**src/rtl/mem_port_arbiter_pkg.sv**
```systemverilog
// Shared types and constants for the instruction/data memory port arbiter.
package mem_port_arbiter_pkg;
  localparam logic MEM_READ  = 1'b0;
  localparam logic MEM_WRITE = 1'b1;

  localparam int DEF_MEM_LAT    = 1;
  localparam int DEF_STARVE_MAX = 4;

  typedef enum logic [1:0] {OWN_NONE, OWN_IF, OWN_LS} owner_t;
  typedef enum logic {ARB_IDLE, ARB_BUSY} arb_state_t;
endpackage

```
**src/rtl/mem_port_arbiter_if.sv**
```systemverilog
// Fetch, load/store and memory-side signals of the shared memory port.
interface mem_port_arbiter_if #(
  parameter int ADDR_W = 32,
  parameter int DATA_W = 32
);
  logic              if_req;
  logic [ADDR_W-1:0] if_addr;
  logic              if_flush;
  logic              if_gnt;
  logic              if_rvalid;
  logic [DATA_W-1:0] if_rdata;
  logic              ls_req;
  logic              ls_we;
  logic [ADDR_W-1:0] ls_addr;
  logic [DATA_W-1:0] ls_wdata;
  logic              ls_gnt;
  logic              ls_rvalid;
  logic [DATA_W-1:0] ls_rdata;
  logic              mem_en;
  logic              mem_read_write;
  logic [ADDR_W-1:0] mem_addr;
  logic [DATA_W-1:0] mem_wdata;
  logic [DATA_W-1:0] mem_rdata;

  // Requesters plus the memory array
  modport master (
    output if_req, if_addr, if_flush, ls_req, ls_we, ls_addr, ls_wdata, mem_rdata,
    input  if_gnt, if_rvalid, if_rdata, ls_gnt, ls_rvalid, ls_rdata,
           mem_en, mem_read_write, mem_addr, mem_wdata
  );

  // The arbiter itself
  modport slave (
    input  if_req, if_addr, if_flush, ls_req, ls_we, ls_addr, ls_wdata, mem_rdata,
    output if_gnt, if_rvalid, if_rdata, ls_gnt, ls_rvalid, ls_rdata,
           mem_en, mem_read_write, mem_addr, mem_wdata
  );
endinterface

```
**src/rtl/mem_port_arbiter_prio_sel.sv**
```systemverilog
// Data-priority winner select with a saturating starvation counter for fetch.
module arb_prio_sel #(
  parameter int STARVE_MAX = 4
) (
  input  logic clock,
  input  logic reset,
  input  logic win_en,
  input  logic if_req,
  input  logic ls_req,
  output logic if_win,
  output logic ls_win
);
  localparam logic [3:0] SMAX = 4'(STARVE_MAX);

  logic [3:0] starve_cnt;

  always_comb begin
    if_win = win_en && if_req && (!ls_req || (starve_cnt == SMAX));
    ls_win = win_en && ls_req && !if_win;
  end

  // Once saturated IF is forced to win, which clears the count again
  always_ff @(posedge clock or posedge reset) begin
    if (reset) begin
      starve_cnt <= 4'd0;
    end else if (!if_req || if_win) begin
      starve_cnt <= 4'd0;
    end else if (ls_win && (starve_cnt != SMAX)) begin
      starve_cnt <= starve_cnt + 4'd1;
    end
  end
endmodule

```
**src/rtl/mem_port_arbiter.sv**
```systemverilog
// Shares one fixed-latency memory port between fetch and load/store and steers responses.
module mem_port_arbiter
  import mem_port_arbiter_pkg::*;
#(
  parameter int ADDR_W     = 32,
  parameter int DATA_W     = 32,
  parameter int MEM_LAT    = DEF_MEM_LAT,
  parameter int STARVE_MAX = DEF_STARVE_MAX
) (
  input  logic clock,
  input  logic reset,
  mem_port_arbiter_if.slave bus
);
  localparam logic [2:0] LAT = 3'(MEM_LAT);

  arb_state_t        state;
  owner_t            owner;
  logic [2:0]        lat_cnt;
  logic              flush_pend;
  logic              store_q;
  logic              complete;
  logic              win_en;
  logic              if_win;
  logic              ls_win;
  logic [ADDR_W-1:0] addr_mux;
  logic [DATA_W-1:0] wdata_mux;

  assign complete = (state == ARB_BUSY) && (lat_cnt == LAT);
  assign win_en   = !reset && ((state == ARB_IDLE) || complete);

  arb_prio_sel #(.STARVE_MAX(STARVE_MAX)) u_prio (
    .clock  (clock),
    .reset  (reset),
    .win_en (win_en),
    .if_req (bus.if_req),
    .ls_req (bus.ls_req),
    .if_win (if_win),
    .ls_win (ls_win)
  );

  // Grant-cycle memory request, driven straight from the winner
  always_comb begin
    addr_mux  = '0;
    wdata_mux = '0;
    if (ls_win) begin
      addr_mux  = bus.ls_addr;
      wdata_mux = bus.ls_wdata;
    end else if (if_win) begin
      addr_mux  = bus.if_addr;
    end
  end

  assign bus.if_gnt         = if_win;
  assign bus.ls_gnt         = ls_win;
  assign bus.mem_en         = if_win || ls_win;
  assign bus.mem_addr       = addr_mux;
  assign bus.mem_wdata      = wdata_mux;
  assign bus.mem_read_write = (ls_win && bus.ls_we) ? MEM_WRITE : MEM_READ;

  // Completion-cycle response steering; a flush seen now or earlier kills the fetch pulse
  assign bus.if_rvalid = !reset && complete && (owner == OWN_IF) && !flush_pend && !bus.if_flush;
  assign bus.ls_rvalid = !reset && complete && (owner == OWN_LS);
  assign bus.if_rdata  = bus.if_rvalid ? bus.mem_rdata : '0;
  assign bus.ls_rdata  = (bus.ls_rvalid && !store_q) ? bus.mem_rdata : '0;

  always_ff @(posedge clock or posedge reset) begin
    if (reset) begin
      state      <= ARB_IDLE;
      owner      <= OWN_NONE;
      lat_cnt    <= 3'd0;
      flush_pend <= 1'b0;
      store_q    <= 1'b0;
    end else if (if_win || ls_win) begin
      state      <= ARB_BUSY;
      owner      <= if_win ? OWN_IF : OWN_LS;
      lat_cnt    <= 3'd1;
      flush_pend <= if_win && bus.if_flush;
      store_q    <= ls_win && bus.ls_we;
    end else if (complete) begin
      state      <= ARB_IDLE;
      owner      <= OWN_NONE;
      lat_cnt    <= 3'd0;
      flush_pend <= 1'b0;
      store_q    <= 1'b0;
    end else if (state == ARB_BUSY) begin
      lat_cnt <= lat_cnt + 3'd1;
      if ((owner == OWN_IF) && bus.if_flush) flush_pend <= 1'b1;
    end
  end
endmodule
```
**src/flat_wrapper.sv**
```systemverilog
// flat-port wrapper written by rule: the top's interface ports become plain ports
module mem_port_arbiter_flat import mem_port_arbiter_pkg::*;
#(
  parameter int ADDR_W     = 32,
  parameter int DATA_W     = 32,
  parameter int MEM_LAT    = DEF_MEM_LAT,
  parameter int STARVE_MAX = DEF_STARVE_MAX
)
  (clock, reset, bus_if_req, bus_if_addr, bus_if_flush, bus_ls_req, bus_ls_we, bus_ls_addr, bus_ls_wdata, bus_mem_rdata, bus_if_gnt, bus_if_rvalid, bus_if_rdata, bus_ls_gnt, bus_ls_rvalid, bus_ls_rdata, bus_mem_en, bus_mem_read_write, bus_mem_addr, bus_mem_wdata);
  mem_port_arbiter_if #(.ADDR_W(ADDR_W), .DATA_W(DATA_W)) bus_i ();
  input  logic clock;
  input  logic reset;
  input wire logic [$bits(bus_i.if_req)-1:0] bus_if_req;
  input wire logic [$bits(bus_i.if_addr)-1:0] bus_if_addr;
  input wire logic [$bits(bus_i.if_flush)-1:0] bus_if_flush;
  input wire logic [$bits(bus_i.ls_req)-1:0] bus_ls_req;
  input wire logic [$bits(bus_i.ls_we)-1:0] bus_ls_we;
  input wire logic [$bits(bus_i.ls_addr)-1:0] bus_ls_addr;
  input wire logic [$bits(bus_i.ls_wdata)-1:0] bus_ls_wdata;
  input wire logic [$bits(bus_i.mem_rdata)-1:0] bus_mem_rdata;
  output wire logic [$bits(bus_i.if_gnt)-1:0] bus_if_gnt;
  output wire logic [$bits(bus_i.if_rvalid)-1:0] bus_if_rvalid;
  output wire logic [$bits(bus_i.if_rdata)-1:0] bus_if_rdata;
  output wire logic [$bits(bus_i.ls_gnt)-1:0] bus_ls_gnt;
  output wire logic [$bits(bus_i.ls_rvalid)-1:0] bus_ls_rvalid;
  output wire logic [$bits(bus_i.ls_rdata)-1:0] bus_ls_rdata;
  output wire logic [$bits(bus_i.mem_en)-1:0] bus_mem_en;
  output wire logic [$bits(bus_i.mem_read_write)-1:0] bus_mem_read_write;
  output wire logic [$bits(bus_i.mem_addr)-1:0] bus_mem_addr;
  output wire logic [$bits(bus_i.mem_wdata)-1:0] bus_mem_wdata;
  assign bus_i.if_req = bus_if_req;
  assign bus_i.if_addr = bus_if_addr;
  assign bus_i.if_flush = bus_if_flush;
  assign bus_i.ls_req = bus_ls_req;
  assign bus_i.ls_we = bus_ls_we;
  assign bus_i.ls_addr = bus_ls_addr;
  assign bus_i.ls_wdata = bus_ls_wdata;
  assign bus_i.mem_rdata = bus_mem_rdata;
  assign bus_if_gnt = bus_i.if_gnt;
  assign bus_if_rvalid = bus_i.if_rvalid;
  assign bus_if_rdata = bus_i.if_rdata;
  assign bus_ls_gnt = bus_i.ls_gnt;
  assign bus_ls_rvalid = bus_i.ls_rvalid;
  assign bus_ls_rdata = bus_i.ls_rdata;
  assign bus_mem_en = bus_i.mem_en;
  assign bus_mem_read_write = bus_i.mem_read_write;
  assign bus_mem_addr = bus_i.mem_addr;
  assign bus_mem_wdata = bus_i.mem_wdata;
  mem_port_arbiter #(.ADDR_W(ADDR_W), .DATA_W(DATA_W), .MEM_LAT(MEM_LAT), .STARVE_MAX(STARVE_MAX)) u_core (.clock(clock), .reset(reset), .bus(bus_i));
endmodule
```
**config.mk**
```make
export PLATFORM = sky130hd
export DESIGN_NAME = mem_port_arbiter_flat
export DESIGN_NICKNAME = d
export VERILOG_FILES = /design/src/rtl/mem_port_arbiter_pkg.sv /design/src/rtl/mem_port_arbiter_if.sv /design/src/rtl/mem_port_arbiter_prio_sel.sv /design/src/rtl/mem_port_arbiter.sv /design/src/flat_wrapper.sv
export SDC_FILE = /design/constraint.sdc
export NUM_CORES = 1
export LEC_CHECK = 0
export CAP_MARGIN = 20
export CORE_AREA = 4 4 101 103
export CTS_CLUSTER_SIZE = 25
export DETAILED_ROUTE_END_ITERATION = 10
export DIE_AREA = 0 0 105 107
export PLACE_DENSITY = 0.7
export SLEW_MARGIN = 5
export SYNTH_ARGS = -nofsm -noshare
export SYNTH_HDL_FRONTEND = slang
export SYNTH_SLANG_ARGS = --single-unit
```
**constraint.sdc**
```tcl
create_clock -name clock -period 2.3 [get_ports clock]
set_clock_uncertainty 0.2 [all_clocks]
set_input_delay 0.46 -clock clock [delete_from_list [all_inputs] [get_ports clock]]
set_output_delay 0.46 -clock clock [all_outputs]
set_load 0.05 [all_outputs]
```
# ---- Word level (Yosys, flattened, before mapping)
# Cells that the tools add are included.
dict set report word_totals {
  output_inout_bits 134
  ff_bits 12
  elab_cells 67
  inputBits 134
}
dict set report op_classes {
  add_sub_neg 2
  mux 21
  n_eq_ne 5
  n_reduce_logical 32
  n_bitwise 1
}
# cell count
set ops {}
lappend ops {{$mux W32} 5}
lappend ops {{$logic_and A1 B1 Y1} 16}
lappend ops {{$mux W3} 3}
lappend ops {{$mux W1} 8}
lappend ops {{$mux W4} 2}
lappend ops {{$logic_not A1 Y1} 7}
lappend ops {{$mux W2} 3}
lappend ops {{$reduce_bool A3 Y1} 2}
lappend ops {{$add A4 B1 Y4 const B} 1}
lappend ops {{$eq A4 B3 Y1 const B} 1}
lappend ops {{$logic_or A1 B1 Y1} 4}
lappend ops {{$ne A4 B3 Y1 const B} 1}
lappend ops {{$reduce_bool A2 Y1} 2}
lappend ops {{$add A3 B1 Y3 const B} 1}
lappend ops {{$eq A3 B1 Y1 const B} 1}
lappend ops {{$eq A2 B1 Y1 const B} 1}
lappend ops {{$eq A2 B2 Y1 const B} 1}
lappend ops {{$reduce_and A2 Y1} 1}
lappend ops {{$not A1 Y1} 1}

# ---- Logic depth before layout (Yosys ltp)
# Gate-level depths: netlist of the first run.
dict set report depth {
  word_depth 11
  mapped_depth 8
  depth_no_buf 6
}

# ---- Modules after synthesis
# From an unflattened synthesis of the first run, not the netlist that was laid out.
dict set report hier_totals {
  cells_unflattened 222
  hier_area_um2 1757.9
}
# module cells_per_inst seq_area_each_um2 area_each_um2 instances
set modules_own_cells {}
lappend modules_own_cells {mem_port_arbiter 190 200.2 1477.7 1}
lappend modules_own_cells {arb_prio_sel 32 100.1 280.3 1}

# ---- Worst setup path before layout of the first run
# OpenSTA, ideal clock, no wires.
dict set report synth_path {
  kind {input -> output}
  start {input reset}
  end {output bus_ls_rvalid}
  setup_slack_ns -0.519
  stages 3
  path_buffers 0
  t_required_ns 1.640
  arrival_ns 2.159
  path_cell_list {inv_1 > nand3_2 > nor3b_1}
}
dict set report synth_between {
  elab_chain_len 3
}
# element line_no
set synth_lines {}
lappend synth_lines {{start: declaration} flat_wrapper.sv:12} ;# input logic reset;
lappend synth_lines {{$logic_not A1 Y1} mem_port_arbiter.sv:62} ;# assign bus.ls_rvalid = !reset && complete && (owner == OWN_LS);
lappend synth_lines {{$logic_and A1 B1 Y1 (2 in a row)} mem_port_arbiter.sv:62}
lappend synth_lines {{end: declaration} flat_wrapper.sv:25} ;# output wire logic [$bits(bus_i.ls_rvalid)-1:0] bus_ls_rvalid;
# Every way passes these cells.

# ---- Worst setup path in the final report of the first run
dict set report layout_path {
  start {register u_core.u_prio.starve_cnt[0]}
  end {output bus_mem_addr[20]}
}
dict set report layout_between {
  elab_chain_len 6
  word_cells_on_any_way 7
  cone_classes {eq/ne (1); mux (2); reduce/logical (4)}
}
# element line_no
set layout_lines {}
lappend layout_lines {{start: declaration} mem_port_arbiter_prio_sel.sv:15} ;# logic [3:0] starve_cnt;
lappend layout_lines {{start signal: assignment} mem_port_arbiter_prio_sel.sv:29} ;# starve_cnt <= starve_cnt + 4'd1;
lappend layout_lines {{$eq A4 B3 Y1 *} mem_port_arbiter_prio_sel.sv:18} ;# if_win = win_en && if_req && (!ls_req || (starve_cnt == SMAX));
lappend layout_lines {{$logic_or A1 B1 Y1 *} mem_port_arbiter_prio_sel.sv:18}
lappend layout_lines {{$logic_and A1 B1 Y1 *} mem_port_arbiter_prio_sel.sv:18}
lappend layout_lines {{$logic_not A1 Y1} mem_port_arbiter_prio_sel.sv:19} ;# ls_win = win_en && ls_req && !if_win;
lappend layout_lines {{$logic_and A1 B1 Y1} mem_port_arbiter_prio_sel.sv:19}
lappend layout_lines {{$mux W32 *} mem_port_arbiter.sv:45} ;# if (ls_win) begin
lappend layout_lines {{end: declaration} flat_wrapper.sv:29} ;# output wire logic [$bits(bus_i.mem_addr)-1:0] bus_mem_addr;
# Mark *: on every way between the ends. The rest lies on a longest branch, timed or not.

==> qor.yml, run 1 <==
synthDistinctLibCells: 36
numCtsBuffers: 3
fp.dieArea_um2: 11200
regToRegSetupSlack_ns: 0.15
irDropWorstVdd_mv: 0.424
cts_max_path_buffers: 2
seq_area_frac_synth: 0.157
cellLeakagePower_uw: 0.00309
criticalPathCategory: "register to output pin"
final_hold_viol_count: 0
cp_max_fo: 12
dominantRegCellSynth: "sky130_fd_sc_hd__dfrtp_1"
async_flop_share: 1.00
synthCells: 292
holdWs_ns: 0.324
globalplace.congestion: 0.802
sort_of_element_at_the_end_of_the_critical_path: "output pin"
routed_wl_mm: 16.9
violations: "setup timing"
first_global_vias: 3567
die_width_um: 105
postLayoutCellArea_um2: 7920
clock_sinks: 12
grt_max_degree: 37
firstDrtPassIters: 4
design_power_total_uw: 3830
worstMarginPinSlew_ns: 0.451
grt_pass1_wl_mm: 20.9
finalCriticalPeriod_ns: 2.75
place_area_um2: 6780
global_route.usage.total: 0.237
final_antenna_net_count: 0
io_buffer_count: 267
hold_buffers: 0
rsz_0062_raised_after_global_routing: "yes"
numPlacedInstances: 674
drt_drc_violations_left: 0
syn_area_per_cell_um2: 6.55
max_slew_margin: 0.699
synth_enable_flop_cells: 0
post_route_cells_drive_above_1_share: 0.654
clock.fmax_mhz: 364
crit_arrival_ns: 2.09
wire_per_inst_um: 23.7
clock_insertion_delay_at_the_later_pin_of_the_skew_report_ns: 0.25
clk_slew_on_worst_s_h_paths_ns: 0.05
drt-vias-per-instance: 4.92
timing.critical_path.from_type: "register"
ff_latch_area_um2: 300
period_share: 1.19
floorplan.initialDensity: 0.208
outcome: "complete, but fails checks"
holdCritPathClass: "input pin to asynchronous set/reset pin"
multiInputGateArea_um2: 2510
cts_max_level: 1
detailedRoute.firstIterationViolations: 161
synth-warning-count: 0
row_count: 35
nFillCells: 402
final_core_util: 0.861
synth_area_um2: 1910
max_cap_viol: 0
grt_remaining_overflow: 0
final_cell_count_no_fill: 715
synth.net_count: 430
die_height_um: 107
via_total_after_detailed_routing: 3520
clock_tree_from_tritoncts: "done"
synth_seq_cells: 12
area_growth_pct: 314
nNetsFinal: 742
hpwl_mm: 10.8
floorplan.core_area_um2: 9200
antenna_found_initial: 2
io-pin-count: 268
worst_slack_ns: -0.446
clock_tree.root_cell: "sky130_fd_sc_hd__clkbuf_8"
setup_violations: 133
worst_ep_required_time_ns: 1.64
drv_slew: 0
power.density_nw_per_um2: 484
==> layer usage <==
metal | up-vias | global-route usage | share of wire
met3 | 35 | 0.0452 | 0.051
li1 | 1608 | - | -
met2 | 190 | 0.496 | 0.58
met4 | 0 | 0.0450 | 0.027
met5 | - | 0 | 0
met1 | 1687 | 0.240 | 0.34
==> timing repair <==
| item | CTS | global route |
|---|---|---|
| buffers inserted | 9 | 15 |
| resized for setup | 95 | 39 |
| pin swaps | 57 | 43 |
| gates cloned | 7 | 9 |
| setup endpoints to repair | 134 | 134 |
==> flip-flops by register name (all words and copies together), names as in the netlist <==
signal / cells
u_core.flush_pend: 1
u_core.lat_cnt: 3
u_core.owner: 2
u_core.state: 1
u_core.store_q: 1
u_core.u_prio.starve_cnt: 4
==> cells in the final DEF (no fill, tap or decap), types with 2 or more instances in the layout <==
master / count
sky130_fd_sc_hd__nand3_1: 2
sky130_fd_sc_hd__buf_16: 2
sky130_fd_sc_hd__clkbuf_16: 7
sky130_fd_sc_hd__nor3_1: 2
sky130_fd_sc_hd__and2_2: 4
sky130_fd_sc_hd__clkbuf_8: 3
sky130_fd_sc_hd__nand3_4: 29
sky130_fd_sc_hd__buf_8: 2
sky130_fd_sc_hd__a21oi_1: 3
sky130_fd_sc_hd__clkdlybuf4s50_1: 130
sky130_fd_sc_hd__nand2_1: 29
sky130_fd_sc_hd__diode_2: 2
sky130_fd_sc_hd__nand2b_1: 2
sky130_fd_sc_hd__dlygate4sd2_1: 3
sky130_fd_sc_hd__o21bai_1: 2
sky130_fd_sc_hd__a21o_1: 2
sky130_fd_sc_hd__buf_12: 144
sky130_fd_sc_hd__a22o_1: 2
sky130_fd_sc_hd__nor2_1: 6
sky130_fd_sc_hd__inv_2: 3
sky130_fd_sc_hd__a21oi_4: 31
sky130_fd_sc_hd__and2_4: 93
sky130_fd_sc_hd__dfrtp_1: 12
sky130_fd_sc_hd__nand2_2: 12
sky130_fd_sc_hd__ha_1: 2
sky130_fd_sc_hd__buf_6: 17
sky130_fd_sc_hd__a21oi_2: 2
sky130_fd_sc_hd__nand3_2: 4
sky130_fd_sc_hd__buf_4: 27
sky130_fd_sc_hd__o21a_1: 2
==> worst paths after layout <==
| kind | start | to | depth (start not counted) |
|---|---|---|---|
| min in group clock | u_core.u_prio.starve_cnt[2] | u_core.u_prio.starve_cnt[2] | 1 |
| worst min-delay path | reset | u_core.owner[0] | 3 |
| worst max register to register | u_core.u_prio.starve_cnt[0] | u_core.u_prio.starve_cnt[3] | 8 |
| max in group asynchronous | reset | u_core.lat_cnt[1] | 3 |
| worst min register to register | u_core.u_prio.starve_cnt[2] | u_core.u_prio.starve_cnt[2] | 1 |
| worst max-delay path | u_core.u_prio.starve_cnt[0] | bus_mem_addr[20] | 8 |
==> metrics by stage <==
stage               setup TNS, ns  setup WS [ns]
floorplan                   -6.10         -0.154
global placement           -43.72         -0.388
detailed placement         -49.49         -0.445
CTS                        -40.78         -0.353
global route               -59.29         -0.505
finish                     -51.03         -0.446
==> report_power, final <==
part | internal (uW) | leakage, uW | switching, uW
Combinational | 1590 | 0.00292 | 1680
Clock | 116 | 0.0000216 | 79.4
Sequential | 280 | 0.000156 | 90.6
==> cells by family after synthesis <==
| group | synth area share |
|---|---|
| and+or+nand+nor | 0.572 |
| AOI/OAI and AO/OA | 0.162 |
| buffers and inverters | 0.0837 |
| DFF | 0.157 |
| adders and majority gates | 0.0262 |
==> critical path, stage by stage, from the launching register on <==
cell                        delay, ns
sky130_fd_sc_hd__dfrtp_1         0.39
sky130_fd_sc_hd__inv_2           0.08
sky130_fd_sc_hd__ha_2            0.16
sky130_fd_sc_hd__and3b_2         0.24
sky130_fd_sc_hd__o21a_4          0.20
sky130_fd_sc_hd__bufbuf_16       0.30
sky130_fd_sc_hd__nand2_1         0.11
sky130_fd_sc_hd__a21oi_4         0.20
sky130_fd_sc_hd__buf_12          0.15
==> cells in the mapped netlist, types with 2 or more instances <==
library cell / number / area, um2
sky130_fd_sc_hd__a21oi_1: 36 / 180
sky130_fd_sc_hd__inv_1: 4 / 15.0
sky130_fd_sc_hd__nand3_1: 34 / 170
sky130_fd_sc_hd__o21bai_1: 2 / 15.0
sky130_fd_sc_hd__ha_1: 4 / 50.1
sky130_fd_sc_hd__and2_1: 97 / 607
sky130_fd_sc_hd__nor2_1: 7 / 26.3
sky130_fd_sc_hd__buf_6: 4 / 45.0
sky130_fd_sc_hd__buf_1: 3 / 11.3
sky130_fd_sc_hd__o21a_1: 3 / 22.5
sky130_fd_sc_hd__a21o_1: 3 / 22.5
sky130_fd_sc_hd__nor3_1: 2 / 10.0
sky130_fd_sc_hd__nand2b_1: 2 / 12.5
sky130_fd_sc_hd__buf_2: 9 / 45.0
sky130_fd_sc_hd__dfrtp_1: 12 / 300
sky130_fd_sc_hd__clkbuf_2: 2 / 10.0
sky130_fd_sc_hd__clkbuf_1: 8 / 30.0
sky130_fd_sc_hd__a22o_1: 2 / 17.5
sky130_fd_sc_hd__nand2_1: 41 / 154
==> final cells by class <==
class / count / share of cell area
Antenna cell: 2 / 0.000632
Timing Repair Buffer: 333 / 0.618
Multi-Input combinational cell: 249 / 0.317
Tap cell: 111 / 0.0175
Sequential cell: 12 / 0.0379
Inverter: 5 / 0.00284
Clock buffer: 3 / 0.00521
Note: power is estimated with default switching activity, not from simulation.
==> run 2, diff against run 1 <==
Settings changed: SKIP_CTS_REPAIR_TIMING set to 1.
==> run 2 against run 1 <==
The run still ends with setup timing left; worst hold slack worse by 0.14 ns; clock-buffer cell count unchanged; combinational power fell by 5%; die area unchanged; worst setup slack improved by 0.0020 ns; sequential share of layout area is 0.20 points higher; critical endpoint is now bus_mem_addr[30]; largest power group unchanged; final cell count decreased by 2.2%; global-route usage down 3.4 points; critical path type unchanged; largest cell class unchanged; fmax barely moved.
==> qor.yml, run 2 (synthesis gave the netlist of run 1 again) <==
largest_register_ff_count: 4
numCtsBuffers: 3
largest_registers: "u_core.u_prio.starve_cnt (4), u_core.lat_cnt (3), u_core.owner (2)"
grt_max_degree: 37
clock_insertion_delay_at_the_later_pin_of_the_skew_report_ns: 0.24
crit_arrival_ns: 2.08
criticalPathCategory: "register to output pin"
worst_slack_ns: -0.444
clk_slew_on_worst_s_h_paths_ns: 0.05
cp_max_fo: 16
drt-vias-per-instance: 4.78
nNetsFinal: 727
design_power_total_uw: 3670
floorplan.initialDensity: 0.208
detailedRoute.firstIterationViolations: 105
global_route.usage.total: 0.203
outcome: "complete, but fails checks"
postLayoutCellArea_um2: 7510
place_area_um2: 6780
final_antenna_net_count: 0
cts_max_level: 1
area_growth_pct: 293
finalCriticalPeriod_ns: 2.74
drv_slew: 0
final_cell_mix: "sky130_fd_sc_hd__buf_12 (138), sky130_fd_sc_hd__clkdlybuf4s50_1 (130), sky130_fd_sc_hd__and2_4 (96)"
grt_pass1_wl_mm: 18.1
die_height_um: 107
die_width_um: 105
io_buffer_count: 267
mostFrequentLayoutCell: "sky130_fd_sc_hd__buf_12"
violations: "setup timing"
wire_per_inst_um: 21.1
floorplan.core_area_um2: 9200
period_share: 1.19
power.density_nw_per_um2: 488
grt_remaining_overflow: 0
final.setup.tns_ns: -46.82
drt_drc_violations_left: 0
holdCritPathClass: "input pin to asynchronous set/reset pin"
rsz_0062_raised_after_global_routing: "yes"
registers.top_by_ff_count: "u_core.u_prio.starve_cnt"
nFillCells: 501
irDropWorstVdd_mv: 0.382
first_global_vias: 3164
row_count: 35
firstDrtPassIters: 4
max_slew_margin: 0.699
post_route_cells_drive_above_1_share: 0.608
sort_of_element_at_the_end_of_the_critical_path: "output pin"
clock_tree_from_tritoncts: "done"
clock_sinks: 12
timing.critical_path.from_type: "register"
final_hold_viol_count: 0
cts_max_path_buffers: 2
via_total_after_detailed_routing: 3341
io-pin-count: 268
routed_wl_mm: 14.8
clock_tree.root_cell: "sky130_fd_sc_hd__clkbuf_8"
dp_slack_ns: -0.445
antenna_found_initial: 1
setup_violations: 133
globalplace.congestion: 0.802
worstMarginPinSlew_ns: 0.452
hpwl_mm: 10.8
cellLeakagePower_uw: 0.00297
fp.dieArea_um2: 11200
clock.fmax_mhz: 364
worst_ep_required_time_ns: 1.64
max_cap_viol: 0
## run 2: final timing paths
| check | from | endpoint | slack (ns) | depth (start not counted) |
|---|---|---|---|---|
| max in group asynchronous | reset | u_core.u_prio.starve_cnt[1] | 1.56 | 3 |
| min in group clock | u_core.u_prio.starve_cnt[2] | u_core.u_prio.starve_cnt[2] | 0.33 | 1 |
| max | u_core.u_prio.starve_cnt[0] | bus_mem_addr[30] | -0.44 | 8 |
| max reg2reg | u_core.u_prio.starve_cnt[0] | u_core.store_q | 0.28 | 9 |
| min reg2reg | u_core.u_prio.starve_cnt[2] | u_core.u_prio.starve_cnt[2] | 0.33 | 1 |
| min | reset | u_core.u_prio.starve_cnt[2] | 0.18 | 3 |
## run 2: through the flow
stage,util,hold WS [ns],instances
after floorplan,-,0.0775,292
after global placement,0.737,0.290,674
after detailed placement,0.737,0.314,674
after CTS,0.742,0.327,677
after global routing,0.817,0.208,699
final,0.817,0.185,699
## run 2: power by group
group | switching [uW] | internal (uW)
combinational | 1590 | 1530
sequential | 79.3 | 280
clock | 79.3 | 116
## run 2: per-layer routing
layer | track usage | vias up | wire length (um)
li1 | - | 1563 | -
met1 | 0.214 | 1628 | 5150
met2 | 0.412 | 136 | 8590
met3 | 0.0433 | 14 | 809
met4 | 0.0337 | 0 | 204
met5 | 0 | - | 0
## run 2: final cells by class
type                            instances  area (um2)  area share
Inverter                                5        22.5     0.00300
Tap cell                              111         139      0.0185
Clock buffer                            3        41.3     0.00549
Multi-Input combinational cell        249        2310       0.307
Antenna cell                            1        2.50    0.000333
Timing Repair Buffer                  318        4700       0.626
Sequential cell                        12         300      0.0400
## run 2: worst max-delay path, stage by stage (launching register included)
cell and delay, ns:
sky130_fd_sc_hd__dfrtp_1 0.36, sky130_fd_sc_hd__inv_2 0.05, sky130_fd_sc_hd__ha_2 0.17, sky130_fd_sc_hd__and3b_2 0.22, sky130_fd_sc_hd__o21ai_4 0.27, sky130_fd_sc_hd__clkbuf_16 0.26
sky130_fd_sc_hd__nand3_1 0.15, sky130_fd_sc_hd__a21oi_4 0.20, sky130_fd_sc_hd__buf_12 0.15
